===== src/rtl/mul_wtsk.sv =====
// Unsigned 4x4 Wallace-tree multiplier with a registered product copy.
// Partial products are reduced in two carry-save stages down to two rows,
// then summed by a ripple-carry adder whose carry-out is the product MSB.

// Half adder: two bits in, sum and carry out.
module half_adder (
    input  logic a_i,
    input  logic b_i,
    output logic sum_o,
    output logic carry_o
);

    // Sum and carry of two equally weighted bits
    always_comb begin
        sum_o   = a_i ^ b_i;
        carry_o = a_i & b_i;
    end

endmodule

// Full adder: three bits in, sum and carry out.
module full_adder (
    input  logic a_i,
    input  logic b_i,
    input  logic c_i,
    output logic sum_o,
    output logic carry_o
);

    // Sum and majority carry of three equally weighted bits
    always_comb begin
        sum_o   = a_i ^ b_i ^ c_i;
        carry_o = (a_i & b_i) | (a_i & c_i) | (b_i & c_i);
    end

endmodule

// Top level: combinational product S and its registered copy S_q.
module mul_wtsk (
    input  logic       clk,
    input  logic       rst,
    input  logic [3:0] A,
    input  logic [3:0] B,
    output logic [7:0] S,
    output logic [7:0] S_q
);

    // pp[i][j] = A[j] & B[i], weight 2^(i+j)
    logic [3:0] pp [4];

    // Stage 1 (column 3 height 4 -> 3, column 4 kept at 3)
    logic s1_3, c1_3;
    logic s1_4, c1_4;

    // Stage 2 (columns 2..5 each reduced to at most two rows)
    logic s2_2, c2_2;
    logic s2_3, c2_3;
    logic s2_4, c2_4;
    logic s2_5, c2_5;

    // Ripple carries between final-adder columns
    logic k1, k2, k3, k4, k5;

    logic [7:0] prod;
    logic [7:0] prod_d;
    logic [7:0] prod_q;

    // Partial-product AND array
    always_comb begin
        for (int i = 0; i < 4; i++) begin
            for (int j = 0; j < 4; j++) begin
                pp[i][j] = A[j] & B[i];
            end
        end
    end

    // Stage 1: trim column 3 and pre-reduce column 4 so every column fits one full adder
    half_adder u_h1_3 (
        .a_i     (pp[0][3]),
        .b_i     (pp[1][2]),
        .sum_o   (s1_3),
        .carry_o (c1_3)
    );
    half_adder u_h1_4 (
        .a_i     (pp[1][3]),
        .b_i     (pp[2][2]),
        .sum_o   (s1_4),
        .carry_o (c1_4)
    );

    // Stage 2: one full adder per three-high column leaves exactly two rows
    full_adder u_f2_2 (
        .a_i     (pp[0][2]),
        .b_i     (pp[1][1]),
        .c_i     (pp[2][0]),
        .sum_o   (s2_2),
        .carry_o (c2_2)
    );
    full_adder u_f2_3 (
        .a_i     (pp[2][1]),
        .b_i     (pp[3][0]),
        .c_i     (s1_3),
        .sum_o   (s2_3),
        .carry_o (c2_3)
    );
    full_adder u_f2_4 (
        .a_i     (pp[3][1]),
        .b_i     (c1_3),
        .c_i     (s1_4),
        .sum_o   (s2_4),
        .carry_o (c2_4)
    );
    full_adder u_f2_5 (
        .a_i     (pp[2][3]),
        .b_i     (pp[3][2]),
        .c_i     (c1_4),
        .sum_o   (s2_5),
        .carry_o (c2_5)
    );

    // Final carry-propagate adder, columns 1..6; carry-out of column 6 is bit 7
    half_adder u_r1 (
        .a_i     (pp[0][1]),
        .b_i     (pp[1][0]),
        .sum_o   (prod[1]),
        .carry_o (k1)
    );
    half_adder u_r2 (
        .a_i     (s2_2),
        .b_i     (k1),
        .sum_o   (prod[2]),
        .carry_o (k2)
    );
    full_adder u_r3 (
        .a_i     (s2_3),
        .b_i     (c2_2),
        .c_i     (k2),
        .sum_o   (prod[3]),
        .carry_o (k3)
    );
    full_adder u_r4 (
        .a_i     (s2_4),
        .b_i     (c2_3),
        .c_i     (k3),
        .sum_o   (prod[4]),
        .carry_o (k4)
    );
    full_adder u_r5 (
        .a_i     (s2_5),
        .b_i     (c2_4),
        .c_i     (k4),
        .sum_o   (prod[5]),
        .carry_o (k5)
    );
    full_adder u_r6 (
        .a_i     (pp[3][3]),
        .b_i     (c2_5),
        .c_i     (k5),
        .sum_o   (prod[6]),
        .carry_o (prod[7])
    );

    // Column 0 is a single partial product; next-state of the product register
    always_comb begin
        prod[0] = pp[0][0];
        prod_d  = prod;
        S       = prod;
        S_q     = prod_q;
    end

    // Product register, cleared asynchronously by rst
    always_ff @(posedge clk or posedge rst) begin
        if (rst) begin
            prod_q <= 8'h00;
        end else begin
            prod_q <= prod_d;
        end
    end

endmodule


===== config.mk =====
export PLATFORM = sky130hd
export DESIGN_NAME = mul_wtsk
export DESIGN_NICKNAME = d
export VERILOG_FILES = /design/src/rtl/mul_wtsk.sv
export SDC_FILE = /design/constraint.sdc
export NUM_CORES = 1
export LEC_CHECK = 0
export ABC_CLOCK_PERIOD_IN_PS = 4280
export BUFFER_PORTS_ARGS = -buffer_cell sky130_fd_sc_hd__buf_2
export CAP_MARGIN = 20
export CORE_MARGIN = 3
export CORE_UTILIZATION = 43
export CTS_BUF_LIST = sky130_fd_sc_hd__clkbuf_8
export DETAILED_ROUTE_END_ITERATION = 8
export PLACE_DENSITY_LB_ADDON = 0.1
export SYNTH_ARGS = -nofsm -noshare
export SYNTH_HDL_FRONTEND = slang
export SYNTH_SLANG_ARGS = --single-unit

===== constraint.sdc =====
create_clock -name clk -period 4.28 [get_ports clk]
set_input_delay 0.856 -clock clk [delete_from_list [all_inputs] [get_ports clk]]
set_output_delay 0.856 -clock clk [all_outputs]
set_load 0.01 [all_outputs]

==> results.md, run 1 <==
Global route:
- The first global-routing pass estimated 2001 um of wire.
- The number of antenna violations at the first check in global routing came to 0.
- The maximum number of pins on one net before global-route repair is 9.
- In the global route stage, overall resource usage came out at 14.84%.
- The via count of the first global-routing pass came to 463.
- The total overflow reported by the global router is 0.

Synthesis:
- The synthesized design devotes to its leading area cell type 34.19% of total area.
- The synthesized design spends more area on one cell type than any other, namely dfrtp_1.
- After synthesis, the mean cell area works out to 11.48 um^2.
- The number of distinct library cells after synthesis is 7.
- The post-synthesis instance area is 585.6 um^2.
- The gate count of the mapped netlist is 51.
- The synthesis warning total is 0.
- The synthesized netlist net count is 73.
- Counting flops and latches in the post-synthesis netlist gives 8.
- The fraction of the yosys area taken by sequential cells is 34.19%.
- Sorting the synthesized cells by area gives the leading types as dfrtp_1, fa_1, and2_1, buf_4, ha_1.

Cells and area:
- Cells fill 71.41% of the core in the end.
- Cells with a size suffix above 1 make up 60.00% of the layout.
- The repair_antennas step left the layout with diodes totalling 0.
- The net count of the finished layout is 104.
- The synthesis-to-layout area growth is 44.66%.
- The final instance area is 847.1 um^2.
- The number of flip-flops in the largest register is 8.
- In the layout the commonest cells are buf_2, and2_1, dfrtp_1, buf_4, inv_1.
- The most common library cell in the layout ignoring fill and taps is buf_2.

Worst setup path:
- The category of the worst setup path capture point is an output port.
- The type of origin of the critical path is an input pin.
- The required time at the worst-slack endpoint is 3.42 ns.
- The endpoint arrival time on the critical path is 3.42 ns.
- Of all nets on the critical path, the largest fanout is 2.
- The critical path is of the input pin to output port type.

Place:
- Input and output buffers added on the ports amount to 25.
- The weighted congestion reported at the end of routability-driven placement is 0.6944.
- The setup slack after placement is -0.2101 ns.
- The HPWL after detailed placement is 940.3 um.
- Once placement finished, the instance area stood at 705.7 um^2.

CTS:
- The clock sink count is 8.
- The root buffer cell chosen for the clock tree is clkbuf_8.
- The number of hold buffers added after cts is 0.
- The clock tree buffer depth is 2.
- CTS built an H-tree with a depth of 1.
- The CTS tree is built.
- The total clock buffers created by CTS is 3.
- The clock-pin slew on the worst setup and hold paths is 0.04 ns.

Hold path:
- The worst hold-check path type is input pin to asynchronous set/reset pin.

Routing:
- In the detailed route, the total length drawn on met3 is 123 um.
- The first-pass iteration count of the detailed router is 4.
- The starting DRC count in detailed routing is 1.
- The via count of the routed design is 421.
- The routed via count divided by cell count is 4.479.
- The routed metal-1 wirelength is 373 um.
- The detailed-route DRC error count is 0.
- After detailed routing, the average wire length per cell comes to 12.43 um.
- The highest layer touched by signal routing is met4.
- The total wire length after detailed routing is 1168 um.
- The detailed route wirelength on metal2 is 655 um.
- The count of nets left with antenna violations after detail routing is 0.

STA:
- The worst setup margin is 0.007315 ns.
- The final setup violation count is 0.
- The relative slew slack is 81.15%.
- The achievable frequency is 0.2340 GHz.
- The aggregate negative setup slack is 0 ns.
- The total count of max-transition violations in the final report was 0.
- Setup repair after global routing could not meet its margin everywhere.
- The number of hold violations in the final report is 0.
- The worst path in the final design needs a cycle of 4.273 ns, including I/O delays and setup.
- The share of the cycle needed by the critical path after routing is 99.83%.
- For the pin with the worst max-slew slack, the measured transition is 0.2825 ns.

Floorplan:
- The die extent in x is 42.90 um.
- After floorplanning, the core was divided into 12 placement rows.
- Once the floorplan was initialized, standard cells occupied 49.37% of the core.
- The area of the core region is 1186 um^2.
- The boundary pin count is 26.
- The die is 42.90 um tall.
- The die outline area is 1840 um^2.

Run:
- The tool flagged a number of max-cap violations equal to 0.

Power:
- Dividing total power by cell area gives a power density of 335.3 nW/um^2.
- Summed over all cells, the static leakage comes to 0.4625 nW.
- The worst supply voltage drop on vdd is 0.0001726 V.

Run status:
- The run finished with clean final reports.
## through the flow
step                      std cells  hold slack [ns]  total power (W)
after floorplan                  51           0.6717        0.0001608
after global placement           87           0.7963        0.0001821
after detailed placement         87           0.8098        0.0001866
after CTS                        93           0.5746        0.0002834
after global routing             94           0.5980        0.0003047
final                            94           0.5580        0.0002840
## synth_stat cells
master	n
and2_1	13
buf_4	7
dfrtp_1	8
fa_1	8
ha_1	4
inv_1	8
nand2_1	3
## worst max-delay path: stages
cell and delay (ns):
buf_6 0.10, and2_4 0.15, ha_4 0.23, fa_1 0.46, fa_2 0.35, inv_2 0.06
fa_2 0.18, inv_2 0.04, fa_2 0.33, fa_1 0.51, buf_2 0.14
## power by group
| part | internal, W | switching (W) | total, W |
|---|---|---|---|
| registers | 0.0000899 | 0.00000311 | 0.0000930 |
| logic | 0.0000504 | 0.0000534 | 0.000104 |
| clock network | 0.0000606 | 0.0000267 | 0.0000873 |
## per-layer routing
metal | global-route usage, % | vias to the layer above
met3 | 5.085 | 3
met5 | 0 | -
met1 | 14.82 | 192
li1 | - | 203
met4 | 3.727 | 0
met2 | 28.44 | 23
## cell type report
class                           count  area [um^2]
Clock buffer                        3        41.29
Tap cell                           14        17.52
Sequential cell                     8        200.2
Inverter                            8        30.03
Timing Repair Buffer               33        220.2
Multi-Input combinational cell     28        337.8
Fill cell                          85        339.1
## cell families after synthesis
kind of cell	after synthesis	share of synthesized area [%]
fa+ha+maj	12	35.90
buf+inv	15	14.10
flops	8	34.19
simple gates	16	15.81
## worst max path at each step
stage          endpoint  cells past startpoint  slack, ns  startpoint
2_1_floorplan      S[6]                     10       0.03        B[0]
3_3_place_gp       S[6]                     11      -0.16        B[0]
3_5_place_dp       S[6]                     11      -0.21        B[0]
4_1_cts            S[6]                     11      -0.11        A[2]
5_1_grt            S[6]                     11      -0.07        B[0]
6_report           S[6]                     11      0.007        B[0]
## timing repair
item,4_1_cts,5_1_grt
resized for setup,18,3
cloned,0,0
setup buffers,3,1
endpoints found under the hold margin,0,0
setup endpoints to repair,2,2
pin swaps,10,7
Note: power is estimated with default switching activity, not from simulation.
==> run 2: changes to the inputs <==
ABC_CLOCK_PERIOD_IN_PS = 3690   (was 4280)
clock period = 3.69 ns   (was 4.28 ns; I/O delays follow)
==> run 2 against run 1 <==
The run now ends with setup timing left. Critical path depth stayed put. Worst hold slack worse by 0.10 ns. Sequential share of layout area is 0.68 points lower. Die area stayed put. Total power is 19% higher. Count of clock-buffer cells in the layout stayed put. Global-route usage is 0.49 points higher. Utilization is 2.1 points higher. Flip-flop and latch count stayed put. Cell area is 3.0% higher. Critical path type unchanged. Critical endpoint unchanged.
==> results.md, run 2 (same netlist as run 1, synthesis figures left out) <==
Run status:
- The run finished, with violations left.
- The checks that failed: setup timing.

Floorplan:
- The area of the core region was 1186 um^2 (unchanged).
- The floorplan die height was 42.90 um (unchanged).
- The effective utilization at floorplan came to 49.37% (unchanged).
- The die outline area is 1840 um^2 (unchanged).
- The die extent in x is 42.90 um (unchanged).
- The boundary pin count is 26 (unchanged).
- The cell row count came to 12 (unchanged).

Place:
- The setup slack after placement is -0.4512 ns (-0.2412 ns).
- The number of cells in the design after placement was 90 (+3.4%).
- The number of port buffers was 25 (unchanged).
- The instance area at placement is 755.7 um^2 (+7.1%).
- The weighted congestion reported at the end of routability-driven placement is 0.6794 (-2.2%).
- The total half-perimeter wirelength after legalization and detailed placement is 1006 um (+7.0%).

Global route:
- The maximum number of pins on one net before global-route repair is 9 (unchanged).
- The total overflow reported by the global router is 0 (unchanged).
- The global-route wire length before repair is 2021 um (+1.0%).
- The overall routing resource usage was 15.33% (+0.49 points).
- The via count of the first global-routing pass is 476 (+2.8%).
- The number of antenna violations at the first check in global routing came to 0 (unchanged).

CTS:
- The cell at the root of the clock tree is clkbuf_8.
- The clock sink count is 8 (unchanged).
- TritonCTS built the clock tree.
- The total clock buffers created by CTS is 3 (unchanged).
- The CTS H-tree depth came to 1 (unchanged).
- The clock tree buffer depth is 2 (unchanged).
- The clock-pin slew on the worst setup and hold paths was 0.04 ns (about the same).
- The number of hold buffers added after cts is 0 (unchanged).

Hold path:
- In this run the worst hold path is classified as input pin to asynchronous set/reset pin.

Cells and area:
- Leaving out fill and tap cells, the most frequent cells in the layout are buf_2, and2_1, buf_4.
- The library cell used most frequently in the layout, excluding fill and tap cells, is buf_2.
- The layout net count was 106 (+1.9%).
- The final instance area came to 872.1 um^2 (+3.0%).
- The count of fill cells added during filler insertion is 78 (-8.2%).
- The final cell count without fillers was 96 (+2.1%).
- The number of flip-flops in the largest register came to 8 (unchanged).
- The share of post-route cells with drive strength above 1 is 62.20% (+2.2 points).
- The number of diodes is 0 (unchanged).
- Compared with the post-synthesis result, the final layout area differs by 48.93%.

STA:
- The final setup violation count is 3 (+3).
- The clock period minus final worst setup slack is 4.059 ns.
- The total count of max-transition violations in the final report came to 0 (unchanged).
- The worst setup margin was -0.3688 ns (-0.3761 ns).
- Of the available clock period, the critical path in the final layout requires 110.0%.
- The number of hold violations in the final report came to 0 (unchanged).
- The achievable frequency is 0.2464 GHz.
- The transition at the pin with the smallest max-transition slack is 0.3170 ns (+0.03448 ns).
- The relative slew slack is 78.84% (-2.3 points).
- Setup repair after global routing could not meet its margin everywhere.

Worst setup path:
- STA classifies the critical path startpoint as an input pin.
- The maximum fanout along the worst path is 2 (unchanged).
- The worst setup path is captured at an output port.
- The required time at the worst-slack endpoint is 2.95 ns (-0.47 ns).
- By startpoint and endpoint, the worst setup path is classified as input pin to output port.
- The endpoint arrival time on the critical path is 3.32 ns (-0.10 ns).

Power:
- The static leakage is 0.4709 nW (+1.8%).
- The power per unit of standard cell area is 388.2 nW/um^2 (+16%).
- The worst supply voltage drop on vdd came to 0.0001581 V (-8.4%).

Routing:
- The detailed-route DRC error count is 0 (unchanged).
- The starting DRC count in detailed routing was 2 (+1).
- The detailed route wirelength on metal2 is 670 um (+2.3%).
- The via count of the routed design is 422 (+0.24%).
- The highest metal layer with signal wires is met3.
- The total wire length after detailed routing is 1194 um (+2.2%).
- The routed wire length on met3 is 96 um (-22%).
- The count of nets left with antenna violations after detail routing is 0 (unchanged).
- The wire length per cell after detailed routing is 12.44 um (about the same).
- The routed metal-1 wirelength was 427 um (+14%).
- The routed via count divided by cell count is 4.396 (-1.9%).
- The first-pass iteration count of the detailed router was 2 (-2).

Run:
- The number of max-capacitance violations reported is 0 (unchanged).
==> run 2: power breakdown <==
group | total, W | internal (W) | switching [W]
clock | 0.000104 | 0.0000706 | 0.0000332
sequential | 0.000108 | 0.000104 | 0.00000357
combinational | 0.000127 | 0.0000635 | 0.0000635
==> run 2: final timing paths <==
check	end	startpoint	slack, ns	cells after the start
min in group clk	S_q[0]$_DFF_PP0_	B[0]	0.85	3
worst max-delay path	S[6]	A[3]	-0.37	11
worst min-delay path	S_q[3]$_DFF_PP0_	rst	0.46	2
max in group asynchronous	S_q[1]$_DFF_PP0_	rst	3.00	2
==> run 2: layer usage <==
layer / GRT usage (%) / vias up
li1: - / 205
met1: 14.17 / 195
met2: 29.64 / 22
met3: 4.237 / 0
met4: 7.453 / 0
met5: 0 / -
==> run 2: critical path, stage by stage <==
cell	delay, ns
buf_6	0.09
and2_4	0.15
ha_4	0.24
fa_1	0.48
fa_2	0.40
inv_2	0.06
fa_2	0.18
inv_2	0.04
fa_2	0.33
fa_1	0.49
buf_2	0.13
==> run 2: through the flow <==
stage / setup TNS (ns) / power, W / util (%) / hold slack, ns
after global routing: -0.9795 / 0.0003602 / 73.52 / 0.4846
after floorplan: -0.3745 / 0.0001912 / - / 0.5537
final: -0.7489 / 0.0003385 / 73.52 / 0.4558
after detailed placement: -0.9536 / 0.0002245 / 63.71 / 0.6956
after global placement: -0.7970 / 0.0002183 / 63.71 / 0.6809
after CTS: -0.7876 / 0.0003426 / 72.89 / 0.4554
==> run 2: final cells by class <==
| class | count | area [um^2] | share of cell area, % |
|---|---|---|---|
| multi-input cells | 28 | 347.8 | 39.89 |
| repair buffers | 35 | 235.2 | 26.97 |
| flip-flops and latches | 8 | 200.2 | 22.96 |
| clock buffers | 3 | 41.29 | 4.735 |
| inverters | 8 | 30.03 | 3.443 |
| well taps | 14 | 17.52 | 2.009 |
==> run 2: what timing repair did <==
| item | CTS | global route |
|---|---|---|
| endpoints found under the hold margin | 0 | 0 |
| gates resized for setup | 11 | 0 |
| setup buffers | 2 | 1 |
| pin swaps | 10 | 0 |
| setup endpoints to repair | 3 | 3 |
==> run 3: changes to the inputs <==
CELL_PAD_IN_SITES_DETAIL_PLACEMENT = 1   (was not set)
CELL_PAD_IN_SITES_GLOBAL_PLACEMENT = 1   (was not set)
CORE_UTILIZATION = 32   (was 43)
==> run 3 against run 2 <==
Critical endpoint unchanged. Sequential share of layout area increased by 0.64 points. Via count rose by 0.24%. First-iteration DRC count fell by 50%. The flow still finishes with violations (setup timing). Routed wire length down 5.6%. Critical path type unchanged. Critical path depth unchanged. Non-clock buffer count is 2 lower. Combinational power down 3%. Largest cell class unchanged.
==> results.md, run 3 (same netlist as run 1, synthesis figures left out) <==
Cells and area:
- The layout net count is 104 (-1.9%).
- The number of flip-flops in the largest register was 8 (unchanged).
- The library cells used most frequently in the layout, excluding fill and tap cells, are buf_2, and2_1, dfrtp_1, buf_4.
- Leaving out fill and tap cells, the most frequent cell in the layout is buf_2.
- The final instance area is 848.3 um^2 (-2.7%).
- The area growth from synthesis to layout is 44.87%.
- The number of diodes is 0 (unchanged).
- The share of post-route cells with drive strength above 1 is 57.50% (-4.7 points).
- The count of fill cells added during filler insertion was 197 (+150%).

Routing:
- The wire length per cell after detailed routing was 10.84 um (-13%).
- The via count of the routed design is 423 (+0.24%).
- The count of nets left with antenna violations after detail routing was 0 (unchanged).
- The detailed-route DRC error count came to 0 (unchanged).
- The routed via count divided by cell count is 4.067 (-7.5%).
- The total wire length after detailed routing is 1127 um (-5.6%).
- The starting DRC count in detailed routing is 1 (-1).
- The first-pass iteration count of the detailed router was 2 (unchanged).

Worst setup path:
- Counting stages on the worst path, the most repeated cell is fa_2.
- The kind of critical path is input pin to output port.
- The endpoint arrival time on the critical path came to 3.29 ns (-0.03 ns).
- The type of origin of the critical path is an input pin.
- The largest stage delay on the critical path is 0.50 ns (about the same).
- The maximum fanout along the worst path came to 2 (unchanged).
- The required time at the worst-slack endpoint is 2.95 ns (about the same).
- Traced cell by cell, the critical path runs through buf_6 -> and2_4 -> ha_4 -> fa_1 -> fa_2 -> inv_2 -> fa_2 -> inv_2 -> fa_2 -> fa_1 -> buf_2.
- The category of the worst setup path capture point is an output port.
- The family with the most delay on the worst path is adder cells.
- The library cell contributing the largest single delay on the critical path is fa_1.
- The worst path buffer plus inverter count came to 4 (unchanged).

Power:
- The net switching share of the total power came to 28.41% (-1.2 points).
- The internal power is 0.0002364 W (-0.76%).
- The share of power burned in combinational logic was 37.4% (about the same).
- The worst supply voltage drop on vdd is 0.0001677 V (+6.1%).
- The clock share of power came to 30.2% (-0.4 points).
- The switching power total is 0.00009384 W (-6.4%).
- The power per unit of standard cell area was 389.3 nW/um^2 (+0.30%).
- The static leakage is 0.4590 nW (-2.5%).
- The share of total power in sequential cells is 32.5% (+0.7 points).

CTS:
- Clock tree synthesis selected as its root buffer the cell clkbuf_8.
- The clock-pin slew on the worst setup and hold paths was 0.04 ns (about the same).
- The total clock buffers created by CTS is 3 (unchanged).
- The clock sink count is 8 (unchanged).
- The CTS H-tree depth was 1 (unchanged).
- The clock tree buffer depth is 2 (unchanged).
- The CTS tree is built.
- The number of hold buffers added after cts is 0 (unchanged).

Global route:
- The global-route wire length before repair came to 2014 um (-0.35%).
- The via count of the first global-routing pass is 491 (+3.2%).
- The maximum number of pins on one net before global-route repair came to 9 (unchanged).
- The total overflow reported by the global router is 0 (unchanged).
- The number of antenna violations at the first check in global routing was 0 (unchanged).
- The overall routing resource usage is 11.38% (-4.0 points).

Run status:
- The checks that failed: setup timing.
- The flow ran to the end, but the final reports show violations.

STA:
- The relative slew slack is 81.48% (+2.6 points).
- The number of hold violations in the final report came to 0 (unchanged).
- The total count of max-transition violations in the final report is 0 (unchanged).
- The achievable frequency was 0.2482 GHz (+0.75%).
- The final setup violation count is 3 (unchanged).
- Setup repair after global routing could not meet its margin everywhere.
- The worst setup margin is -0.3387 ns (+0.03008 ns).
- The share of the cycle needed by the critical path after routing was 109.2% (-0.82 points).
- The transition at the pin with the smallest max-transition slack is 0.2775 ns (-0.03950 ns).
- The clock period minus final worst setup slack came to 4.029 ns (-0.03008 ns).
- The worst hold margin is 0.4416 ns (-0.01416 ns).

Floorplan:
- The die extent in x is 48.78 um (+14%).
- The floorplan die height is 48.78 um (+14%).
- The cell row count came to 14 (+2).
- The boundary pin count is 26 (unchanged).
- The effective utilization at floorplan is 36.34% (-13 points).
- The area of the core region is 1612 um^2 (+36%).
- The die outline area is 2379 um^2 (+29%).

Place:
- The weighted congestion reported at the end of routability-driven placement is 0.7396 (+8.9%).
- The number of port buffers came to 25 (unchanged).
- The instance area at placement came to 768.2 um^2 (+1.7%).
- The total half-perimeter wirelength after legalization and detailed placement was 989.5 um (-1.7%).
- The setup slack after placement came to -0.4666 ns (-0.01535 ns).

Run:
- The number of max-capacitance violations reported was 0 (unchanged).

Hold path:
- The min-delay analysis places its worst path in the category input pin to asynchronous set/reset pin.
run 3: cell types whose count changed in the layout (fill, tap and decap cells not counted):
cell / delta
buf_4: -2
and2_1: +1
and2_4: -1
buf_6: +1
buf_8: -1
ha_1: +1
ha_4: -1
nand2_1: +1
nand2_2: -1
run 3: path summary, 6_finish.rpt:
check	slack (ns)	cells past startpoint	to	start
min in group clk	0.85	3	S_q[0]$_DFF_PP0_	B[0]
max	-0.34	11	S[6]	A[3]
min	0.44	2	S_q[7]$_DFF_PP0_	rst
max in group asynchronous	3.03	2	S_q[2]$_DFF_PP0_	rst
run 3: power by group through the flow:
stage	combinational, W	sequential [W]	clock, W
2_1_floorplan	0.0000724	0.000119	0
3_3_place_gp	0.000112	0.000108	0
3_5_place_dp	0.000115	0.000109	0
4_1_cts	0.000126	0.000108	0.000103
5_1_grt	0.000138	0.000109	0.000112
6_report	0.000123	0.000107	0.0000997
run 3: final cells by class:
class                   count  area (um^2)  share of cell area [%]
multi-input cells          28        330.3                   38.94
repair buffers             33        216.5                   25.52
flip-flops and latches      8        200.2                   23.60
clock buffers               3        41.29                   4.867
inverters                   8        30.03                   3.540
well taps                  24        30.03                   3.540
run 3: what timing repair did:
action	in CTS	in global routing
setup buffers	1	0
pin swaps	8	0
gates resized for setup	6	1
setup endpoints to repair	3	3
run 3: per-layer routing:
layer	part of all wire, %	vias to the layer above	wire [um]	GRT usage (%)
li1	-	201	-	-
met2	50	21	560	19.46
met4	0.80	0	9	8.531
met3	9.0	2	101	3.364
met5	0	-	0	0
met1	40	199	456	11.63
run 3: stage by stage:
step                      util [%]  std cells  total power [W]  TNS (ns)
after global routing         52.64        104        0.0003595   -0.8033
after CTS                    52.64        104        0.0003369   -0.6434
after detailed placement     47.67        100        0.0002232   -0.9006
final                        52.64        104        0.0003303   -0.6037
after floorplan                  -         51        0.0001912   -0.3745
after global placement       47.67        100        0.0002200   -0.8326
